**src/rtl/aes_pkg.sv**
```systemverilog
// rtl/aes_pkg.sv - shared AES constants, key-expansion state encoding and GF(2^8) helpers
package aes_pkg;

  localparam int         KEY_NUM_COLS   = 44;
  localparam int         KEY_ROW_STRIDE = 120;
  localparam int         KEY_ADDR_W     = 9;
  localparam logic [7:0] RCON_INIT      = 8'h01;

  typedef enum logic [3:0] {
    ST_IDLE   = 4'b0001,
    ST_LOAD   = 4'b0010,
    ST_EXPAND = 4'b0100,
    ST_DONE   = 4'b1000
  } kx_state_e;

  // Multiply by x in GF(2^8) modulo x^8 + x^4 + x^3 + x + 1.
  function automatic logic [7:0] xtime(input logic [7:0] b);
    return {b[6:0], 1'b0} ^ (b[7] ? 8'h1b : 8'h00);
  endfunction

endpackage

```
**src/rtl/aes_sbox.sv**
```systemverilog
// rtl/aes_sbox.sv - combinational forward AES S-box (GF inverse followed by affine map)
module aes_sbox
  import aes_pkg::*;
(
  input  logic [7:0] in_i,
  output logic [7:0] out_o
);

  function automatic logic [7:0] gf_mul(input logic [7:0] a, input logic [7:0] b);
    logic [7:0] p;
    logic [7:0] aa;
    p  = '0;
    aa = a;
    for (int i = 0; i < 8; i++) begin
      if (b[i]) p = p ^ aa;
      aa = xtime(aa);
    end
    return p;
  endfunction

  // Inverse as x^254 = x^2 * x^4 * ... * x^128, which also maps zero to zero.
  function automatic logic [7:0] sbox_fwd(input logic [7:0] x);
    logic [7:0] sq;
    logic [7:0] inv;
    sq  = gf_mul(x, x);
    inv = sq;
    for (int i = 1; i < 7; i++) begin
      sq  = gf_mul(sq, sq);
      inv = gf_mul(inv, sq);
    end
    return inv ^ {inv[6:0], inv[7]} ^ {inv[5:0], inv[7:6]} ^
           {inv[4:0], inv[7:5]} ^ {inv[3:0], inv[7:4]} ^ 8'h63;
  endfunction

  assign out_o = sbox_fwd(in_i);

endmodule

```
**src/rtl/aes_key_expand_128.sv**
```systemverilog
// rtl/aes_key_expand_128.sv - AES-128 key schedule writer into the row-major round-key byte RAM
module aes_key_expand_128
  import aes_pkg::*;
#(
  parameter int NUM_COLS   = KEY_NUM_COLS,
  parameter int ROW_STRIDE = KEY_ROW_STRIDE,
  parameter int ADDR_W     = KEY_ADDR_W
) (
  input  logic              ap_clk,
  input  logic              ap_rst_n,
  input  logic              ap_start,
  output logic              ap_done,
  output logic              ap_idle,
  output logic              ap_ready,
  input  logic [127:0]      cipher_key,
  output logic [ADDR_W-1:0] word_address0,
  output logic [ADDR_W-1:0] word_address1,
  output logic [ADDR_W-1:0] word_address2,
  output logic [ADDR_W-1:0] word_address3,
  output logic              word_ce0,
  output logic              word_ce1,
  output logic              word_ce2,
  output logic              word_ce3,
  output logic              word_we0,
  output logic              word_we1,
  output logic              word_we2,
  output logic              word_we3,
  output logic [7:0]        word_d0,
  output logic [7:0]        word_d1,
  output logic [7:0]        word_d2,
  output logic [7:0]        word_d3
);

  localparam int COL_W = $clog2(NUM_COLS);

  kx_state_e        state_q, state_d;
  logic [COL_W-1:0] col_q, col_d;
  logic [127:0]     win_q, win_d;
  logic [7:0]       rcon_q, rcon_d;

  logic [31:0] rot_w, sub_w, temp_w, new_w, load_col, wr_col;
  logic        busy;

  // Window holds w[col-4] in [127:96] down to the newest column w[col-1] in [31:0].
  assign rot_w = {win_q[23:0], win_q[31:24]};

  for (genvar i = 0; i < 4; i++) begin : g_subword
    aes_sbox u_sbox (
      .in_i  (rot_w[31-8*i -: 8]),
      .out_o (sub_w[31-8*i -: 8])
    );
  end

  assign temp_w = (col_q[1:0] == 2'd0) ? (sub_w ^ {rcon_q, 24'h0}) : win_q[31:0];
  assign new_w  = win_q[127:96] ^ temp_w;

  always_comb begin
    case (col_q[1:0])
      2'd0:    load_col = win_q[127:96];
      2'd1:    load_col = win_q[95:64];
      2'd2:    load_col = win_q[63:32];
      default: load_col = win_q[31:0];
    endcase
  end

  always_ff @(posedge ap_clk or negedge ap_rst_n) begin
    if (!ap_rst_n) begin
      state_q <= ST_IDLE;
      col_q   <= '0;
      win_q   <= '0;
      rcon_q  <= RCON_INIT;
    end else begin
      state_q <= state_d;
      col_q   <= col_d;
      win_q   <= win_d;
      rcon_q  <= rcon_d;
    end
  end

  always_comb begin
    state_d = state_q;
    col_d   = col_q;
    win_d   = win_q;
    rcon_d  = rcon_q;
    case (state_q)
      ST_IDLE: begin
        if (ap_start) begin
          win_d   = cipher_key;
          col_d   = '0;
          rcon_d  = RCON_INIT;
          state_d = ST_LOAD;
        end
      end
      ST_LOAD: begin
        col_d = col_q + COL_W'(1);
        if (col_q == COL_W'(3)) state_d = ST_EXPAND;
      end
      ST_EXPAND: begin
        win_d = {win_q[95:0], new_w};
        col_d = col_q + COL_W'(1);
        if (col_q[1:0] == 2'd0) rcon_d = xtime(rcon_q);
        if (col_q == COL_W'(NUM_COLS - 1)) state_d = ST_DONE;
      end
      ST_DONE: state_d = ST_IDLE;
      default: state_d = ST_IDLE;
    endcase
  end

  assign busy     = (state_q == ST_LOAD) || (state_q == ST_EXPAND);
  assign wr_col   = (state_q == ST_EXPAND) ? new_w : load_col;
  assign ap_idle  = (state_q == ST_IDLE) && !ap_start;
  assign ap_done  = (state_q == ST_DONE);
  assign ap_ready = (state_q == ST_DONE);

  logic [ADDR_W-1:0] addr [4];
  logic [7:0]        data [4];

  always_comb begin
    for (int r = 0; r < 4; r++) begin
      addr[r] = '0;
      data[r] = '0;
      if (busy) begin
        addr[r] = ADDR_W'(col_q) + ADDR_W'(r * ROW_STRIDE);
        data[r] = wr_col[31-8*r -: 8];
      end
    end
  end

  assign word_address0 = addr[0];
  assign word_address1 = addr[1];
  assign word_address2 = addr[2];
  assign word_address3 = addr[3];
  assign word_d0       = data[0];
  assign word_d1       = data[1];
  assign word_d2       = data[2];
  assign word_d3       = data[3];
  assign word_ce0      = busy;
  assign word_ce1      = busy;
  assign word_ce2      = busy;
  assign word_ce3      = busy;
  assign word_we0      = busy;
  assign word_we1      = busy;
  assign word_we2      = busy;
  assign word_we3      = busy;

endmodule
```
**config.mk**
```make
export PLATFORM = sky130hd
export DESIGN_NAME = aes_key_expand_128
export DESIGN_NICKNAME = d
export VERILOG_FILES = /design/src/rtl/aes_pkg.sv /design/src/rtl/aes_sbox.sv /design/src/rtl/aes_key_expand_128.sv
export SDC_FILE = /design/constraint.sdc
export NUM_CORES = 2
export LEC_CHECK = 0
export CAP_MARGIN = 20
export CORE_ASPECT_RATIO = 1.25
export CORE_MARGIN = 2
export CORE_UTILIZATION = 45
export DETAILED_ROUTE_END_ITERATION = 8
export PLACE_DENSITY_LB_ADDON = 0.15
export SETUP_SLACK_MARGIN = 0.02
export SYNTH_ARGS = -nofsm -noshare
export SYNTH_HDL_FRONTEND = slang
export SYNTH_SLANG_ARGS = --single-unit
```
**constraint.sdc**
```tcl
create_clock -name ap_clk -period 17.5 [get_ports ap_clk]
set_input_delay 1.75 -clock ap_clk [delete_from_list [all_inputs] [get_ports ap_clk]]
set_output_delay 1.75 -clock ap_clk [all_outputs]
set_load 0.05 [all_outputs]
```
-- Word-level counts from Yosys, hierarchy flattened
Index checks and enable logic that the tools add are counted.
- flip-flop bits (word level): 146
- input port bits: 131
- output and inout bits: 79
- logic and storage cells: 1529
- add/sub/neg operators: 4
- equality and inequality tests: 12
- muxes and demuxes: 775
- bitwise gates (word level): 723
- reduce and logical (&&, ||, !) cells: 11
- operator list (operator ; count):
    $xor A8 B8 Y8 ; 716
    $mux W8 ; 423
    $mux W5 ; 337
    $pmux W128 S2 ; 1
    $mux W128 ; 1
    $pmux W32 S3 ; 1
    $mux W32 ; 2
    $xor A32 B32 Y32 ; 2
    $mux W9 ; 2
    $not A4 Y4 ; 4
    $pmux W8 S2 ; 1
    $mux W4 ; 3
    $mux W6 ; 2
    $pmux W4 S3 ; 1
    $pmux W6 S2 ; 1
    $add A6 B8 Y9 const B ; 1
    $add A6 B9 Y9 const B ; 1
    $add A6 B7 Y8 const B ; 1
    $ne A2 B2 Y1 const B ; 4
    $xor A8 B5 Y8 ; 1
    $add A6 B1 Y6 const B ; 1
    $eq A6 B2 Y1 const B ; 1
    $eq A6 B6 Y1 const B ; 1
    $reduce_and A3 Y1 ; 2
    13 further kinds ; 15

-- Depth between registers and ports, before layout
- depth in word-level cells: 137
- gate-level depth with buffers: 68

-- Cells and area by module
A second synthesis with hierarchy kept.
- cells, all modules: 8865
- area total of the unflattened synthesis: 69918.3 sq um
- by module, submodules not included (module ; instances ; cells each ; area each (sq um)):
    aes_sbox ; 4 ; 1942 ; 15220.8
    aes_key_expand_128 ; 1 ; 1097 ; 9034.9

-- Least setup slack after synthesis
OpenSTA, ideal clock, no wires.
- path kind: flip-flop to output port
- start: register win_q[23]
- end: output word_d0[3]
- arrival: 15616 ps
- path slack: 134 ps
- cell stages (with the launch flop): 66
- buffers on the path: 7
- cells stage by stage: dfrtp_1 > ha_1 > xor2_1 > mux2i_1 > xnor2_1 > clkbuf_1 > ha_1 > clkbuf_1 > mux2i_1 > xnor2_1 > or4_1 > a21oi_1 > nor2b_1 > buf_4 > inv_4 > ha_1 > clkbuf_1 > xnor2_1 > (+30 left out) > buf_4 > xnor3_1 > nor2_1 > xor2_1 > xnor3_1 > xnor2_4 > xnor2_1 > xnor2_2 > mux2i_1 > xnor2_1 > o21a_1 > xnor3_1 > xnor2_1 > xnor2_1 > xnor2_1 > mux2i_1 > xor2_1 > o22ai_1
- cells in the longest elaborated chain, start to end: 133
- elaborated cells between the ends (all ways): 368
- RTL lines (item ; RTL line ; RTL):
    from (decl) ; aes_key_expand_128.sv:38 ; logic [127:0] win_q, win_d;
    from (signal assigned) ; aes_key_expand_128.sv:75 ; win_q <= win_d;
    $mux W5 / $mux W8 (equally long branches) ; aes_pkg.sv:18, aes_sbox.sv:15 ;
    $xor A8 B8 Y8 (on tied branches) ; aes_pkg.sv:18, aes_sbox.sv:15 ;
    $xor A8 B8 Y8 / $mux W8 (equally long branches) ; aes_sbox.sv:15 ; if (b[i]) p = p ^ aa;
    $mux W8 / $xor A8 B8 Y8 (equally long branches) ; aes_sbox.sv:15 ;
    $xor A8 B8 Y8 / $mux W8 (equally long branches) ; aes_sbox.sv:15 ;
    $mux W8 / $xor A8 B8 Y8 (equally long branches) ; aes_sbox.sv:15 ;
    $xor A8 B8 Y8 / $mux W8 (equally long branches) ; aes_sbox.sv:15 ;
    $mux W8 / $xor A8 B8 Y8 (equally long branches) ; aes_sbox.sv:15 ;
    (+115 left out) ; - ;
    $mux W8 * ; aes_sbox.sv:15 ;
    $xor A8 B8 Y8 (3 in a row) ; aes_sbox.sv:31 ; return inv ^ {inv[6:0], inv[7]} ^ {inv[5:0], inv[7:6]} ^
    $xor A8 B8 Y8 * ; aes_sbox.sv:32 ; {inv[4:0], inv[7:5]} ^ {inv[3:0], inv[7:4]} ^ 8'h63;
    $xor A32 B32 Y32 * ; aes_key_expand_128.sv:54 ; assign temp_w = (col_q[1:0] == 2'd0) ? (sub_w ^ {rcon_q, 24'h0}) : win_q[31:0];
    $mux W32 * ; aes_key_expand_128.sv:54 ;
    $xor A32 B32 Y32 * ; aes_key_expand_128.sv:55 ; assign new_w = win_q[127:96] ^ temp_w;
    $mux W32 * ; aes_key_expand_128.sv:110 ; assign wr_col = (state_q == ST_EXPAND) ? new_w : load_col;
    $mux W8 * ; aes_key_expand_128.sv:122 ; if (busy) begin
    to (decl) ; aes_key_expand_128.sv:28 ; output logic [7:0] word_d0,
Every way passes the cells marked *; elsewhere a longest branch is shown, timed or not.

-- Worst setup path after layout
- start: register win_q[16]
- end: output word_d0[3]
- cells in the longest elaborated chain, start to end: 133
- elaborated cells between the ends (all ways): 365
- RTL lines (item ; RTL line):
    $mux W8 ; aes_sbox.sv:15
    $xor A8 B8 Y8 ; aes_sbox.sv:15
    $mux W8 ; aes_sbox.sv:15
    $xor A8 B8 Y8 ; aes_sbox.sv:15
    $mux W8 ; aes_sbox.sv:15
    $xor A8 B8 Y8 ; aes_sbox.sv:15
    $mux W8 ; aes_sbox.sv:15
    $xor A8 B8 Y8 ; aes_sbox.sv:15
    (+115 left out) ; -
    $mux W8 * ; aes_sbox.sv:15
    $xor A8 B8 Y8 (3 in a row) ; aes_sbox.sv:31
    $xor A8 B8 Y8 * ; aes_sbox.sv:32
    $xor A32 B32 Y32 * ; aes_key_expand_128.sv:54
    $mux W32 * ; aes_key_expand_128.sv:54
    $xor A32 B32 Y32 * ; aes_key_expand_128.sv:55
    $mux W32 * ; aes_key_expand_128.sv:110
    $mux W8 * ; aes_key_expand_128.sv:122
Marked as above.

==> impl_metrics.py <==
metrics = {
    "cts": {
        "clockBufferDepth": 2,
        "postCtsHoldBufs": 0,
        "h-tree-depth": 4,
        "cts_buffers": 17,
        "path_clk_slew_ns": 0.07,
        "clkLatencyLatePin_ns": 0.51,
        "cts_root_buf": "clkbuf_16",
        "cts_tree": "done",
        "clock_sinks": 146,
    },
    "power_and_ir_drop": {
        "leakage_nw": 31.05,
        "ir_drop_mv": 0.07565,
        "power.density_cell_area_mw_per_mm2": 10.51,
        "finalPower_w": 0.0007869,
    },
    "yosys": {
        "ys_seq_area_frac": 0.05727,
        "synth_flop_cell": "dfrtp_1",
        "syn_avg_cell_area_um2": 7.437,
        "async_flop_share": 1.000,
        "synth_area_leaders": "xnor2_1 22%, xnor3_1 11%, nor2_1 7.5%",
        "synth_top_area_cell": "xnor2_1",
        "ys_types": 114,
        "syn_inst": 8583,
        "ys_warn_count": 0,
        "synth-seq-cells": 146,
        "synth_top_area_frac": 0.2225,
        "synth-edff-count": 0,
        "synthesis.area_mm2": 0.06383,
    },
    "sta": {
        "fmax_mhz": 58.81,
        "slew_viol_final": 0,
        "min_period_ns": 17.00,
        "fin_skew_ns": 0.02049,
        "period_share": 0.9717,
        "setup_tns_ns": 0,
        "setup_violations": 0,
        "worstMarginPinSlew_ns": 1.152,
        "hold_viol": 0,
        "relSlewSlack": 0.2266,
        "rsz0062_at_grt": "true",
    },
    "cells_and_area": {
        "finalNonFillerCells": 10780,
        "finish.utilization": 0.5315,
        "drive_gt1_frac": 0.1629,
        "register_area_mm2": 0.003669,
        "multi_input_area_mm2": 0.05984,
        "nets": 9059,
        "diodes": 0,
        "area_growth_pct": 17.28,
        "fill_cells": 13500,
        "final_cell_mix": "1473 x xnor2_1, 1260 x nor2_1, 993 x nand2_1",
        "fin_area_mm2": 0.07487,
        "mostFrequentLayoutCell": "xnor2_1",
    },
    "routing": {
        "first_pass_iters": 6,
        "drtIter0Drc": 5195,
        "wl_per_cell_um": 20.56,
        "final_antenna_net_count": 0,
        "wl_mm": 221.7,
        "drt_drc_violations_left": 0,
        "vias": 63010,
        "detail_route.vias_per_cell": 5.843,
    },
    "setup_path": {
        "crit_top_cell": "xnor3_1",
        "cp_top_family": "XOR/XNOR gates",
        "critPathCaptureType": "primary output",
        "cp_num_buf_inv": 10,
        "critPathArrivalTime_ns": 15.25,
        "path_max_fanout": 14,
        "critPathMaxStageDelay_ns": 0.57,
        "crit_type": "reg -> out",
        "critPathSlowestCell": "or4_4",
        "cp.required_ns": 15.75,
        "cp-start-kind": "flop",
    },
    "grt": {
        "grt_max_degree": 136,
        "first_global_vias": 59260,
        "grt_antenna_before_repair": 6,
        "track_usage": 0.2915,
        "grt-busiest-layer": "met2",
        "use_met2": 0.4974,
        "grt_overflow": 0,
        "grt_pass1_wl_mm": 342.5,
        "grt_util_met3": 0.03291,
        "gr-usage-met1": 0.3812,
    },
    "placement": {
        "gp_congestion": 0.9256,
        "placedCellCount": 10590,
        "io_buffers": 205,
        "dp_hpwl_mm": 164.3,
        "place_area_mm2": 0.07041,
    },
    "die": {
        "die_h_um": 425.1,
        "pin_count": 210,
        "initial_core_util": 0.4532,
        "rows": 154,
        "dieWidth_um": 340.9,
        "core_area_mm2": 0.1409,
        "die_area_mm2": 0.1449,
    },
    "job": {
        "maxCapViolations": 0,
    },
    "status": {
        "outcome": "finished, final reports clean",
    },
    "min_path": {
        "hold_class": "reg -> reg",
    },
}
==> cells by family (layout without fill, tap and decap cells) <==
kind of cell,Yosys count,after routing,share of synthesized area
AND/OR/NAND/NOR,3022,3022,0.2027
XOR/XNOR,2590,2591,0.4580
AO/OA/AOI/OAI,1745,1745,0.1780
buffers and inverters,757,1081,0.05088
multiplexers,289,289,0.04679
flip-flops,146,146,0.05727
adder cells (fa/ha/maj),33,33,0.006351
other,1,4,0.00005875
==> registers in the layout (all words and copies together), names as in the netlist <==
signal / count
rcon_q: 8
win_q: 128
col_q: 6
state_q: 4
==> layer usage <==
layer,vias to the layer above,part of all wire
li1,30050,-
met1,30290,0.42
met2,2314,0.48
met3,353,0.064
met4,8,0.035
met5,-,0.00018
==> power by group <==
part           total (W)  internal, W  switching [W]
Combinational  0.0000475    0.0000259      0.0000216
Sequential      0.000337     0.000337              0
Clock           0.000402     0.000210       0.000192
==> Yosys cell counts, types with 118 or more instances <==
cell type,instances
a21oi_1,405
nor3_1,194
mux2i_1,234
xnor3_1,322
nand2_1,996
o21ai_0,374
xnor2_1,1622
a31oi_1,174
dfrtp_1,144
o22ai_1,118
nand3_1,155
xor2_1,455
buf_2,136
clkbuf_1,393
nor2_1,1267
==> worst reg2reg max path: cells and delay by family (launching register included) <==
kind | cells | cell delay, ns
AOI/OAI and AO/OA | 3 | 0.63
xor gates and xnor gates | 35 | 9.66
adders and majority gates | 2 | 0.69
buffers and inverters | 9 | 1.51
DFF | 1 | 0.38
muxes | 3 | 0.99
and+or+nand+nor | 8 | 1.03
==> repair_timing <==
action,4_1_cts,5_1_grt
pin swaps,12,111
setup endpoints to repair,32,32
gates cloned,0,1
setup buffers,23,129
resized for setup,114,333
==> metrics by stage <==
step | worst slack (ns) | hold slack, ns
5_1_grt | -0.2089 | 0.5699
3_5_place_dp | -0.4871 | 0.5197
6_report | 0.4960 | 0.5354
4_1_cts | 0.02128 | 0.5366
3_3_place_gp | -0.1957 | 0.5116
2_1_floorplan | 0.1341 | 0.4735
==> worst paths after layout <==
| path | cells past startpoint | slack [ns] | endpoint | from |
|---|---|---|---|---|
| setup reg to reg | 60 | 2.55 | win_q[9]$_DFFE_PN0P_ | win_q[0]$_DFFE_PN0P_ |
| min in group asynchronous | 1 | 1.36 | win_q[86]$_DFFE_PN0P_ | ap_rst_n |
| max in group asynchronous | 2 | 14.61 | win_q[32]$_DFFE_PN0P_ | ap_rst_n |
| hold / removal | 2 | 0.54 | rcon_q[4]$_DFFE_PN0P_ | rcon_q[4]$_DFFE_PN0P_ |
| hold reg to reg | 2 | 0.54 | rcon_q[4]$_DFFE_PN0P_ | rcon_q[4]$_DFFE_PN0P_ |
| setup / recovery | 63 | 0.50 | word_d0[3] | win_q[16]$_DFFE_PN0P_ |
==> area by class of cell <==
class	count	area share
Inverter	115	0.005899
Clock buffer	21	0.006284
Multi-Input combinational cell	7684	0.7992
Sequential cell	146	0.04900
Tap cell	1872	0.03129
Timing Repair Buffer	934	0.1068
Clock inverter	11	0.001538
No activity file was read; power rests on OpenSTA's default activity.
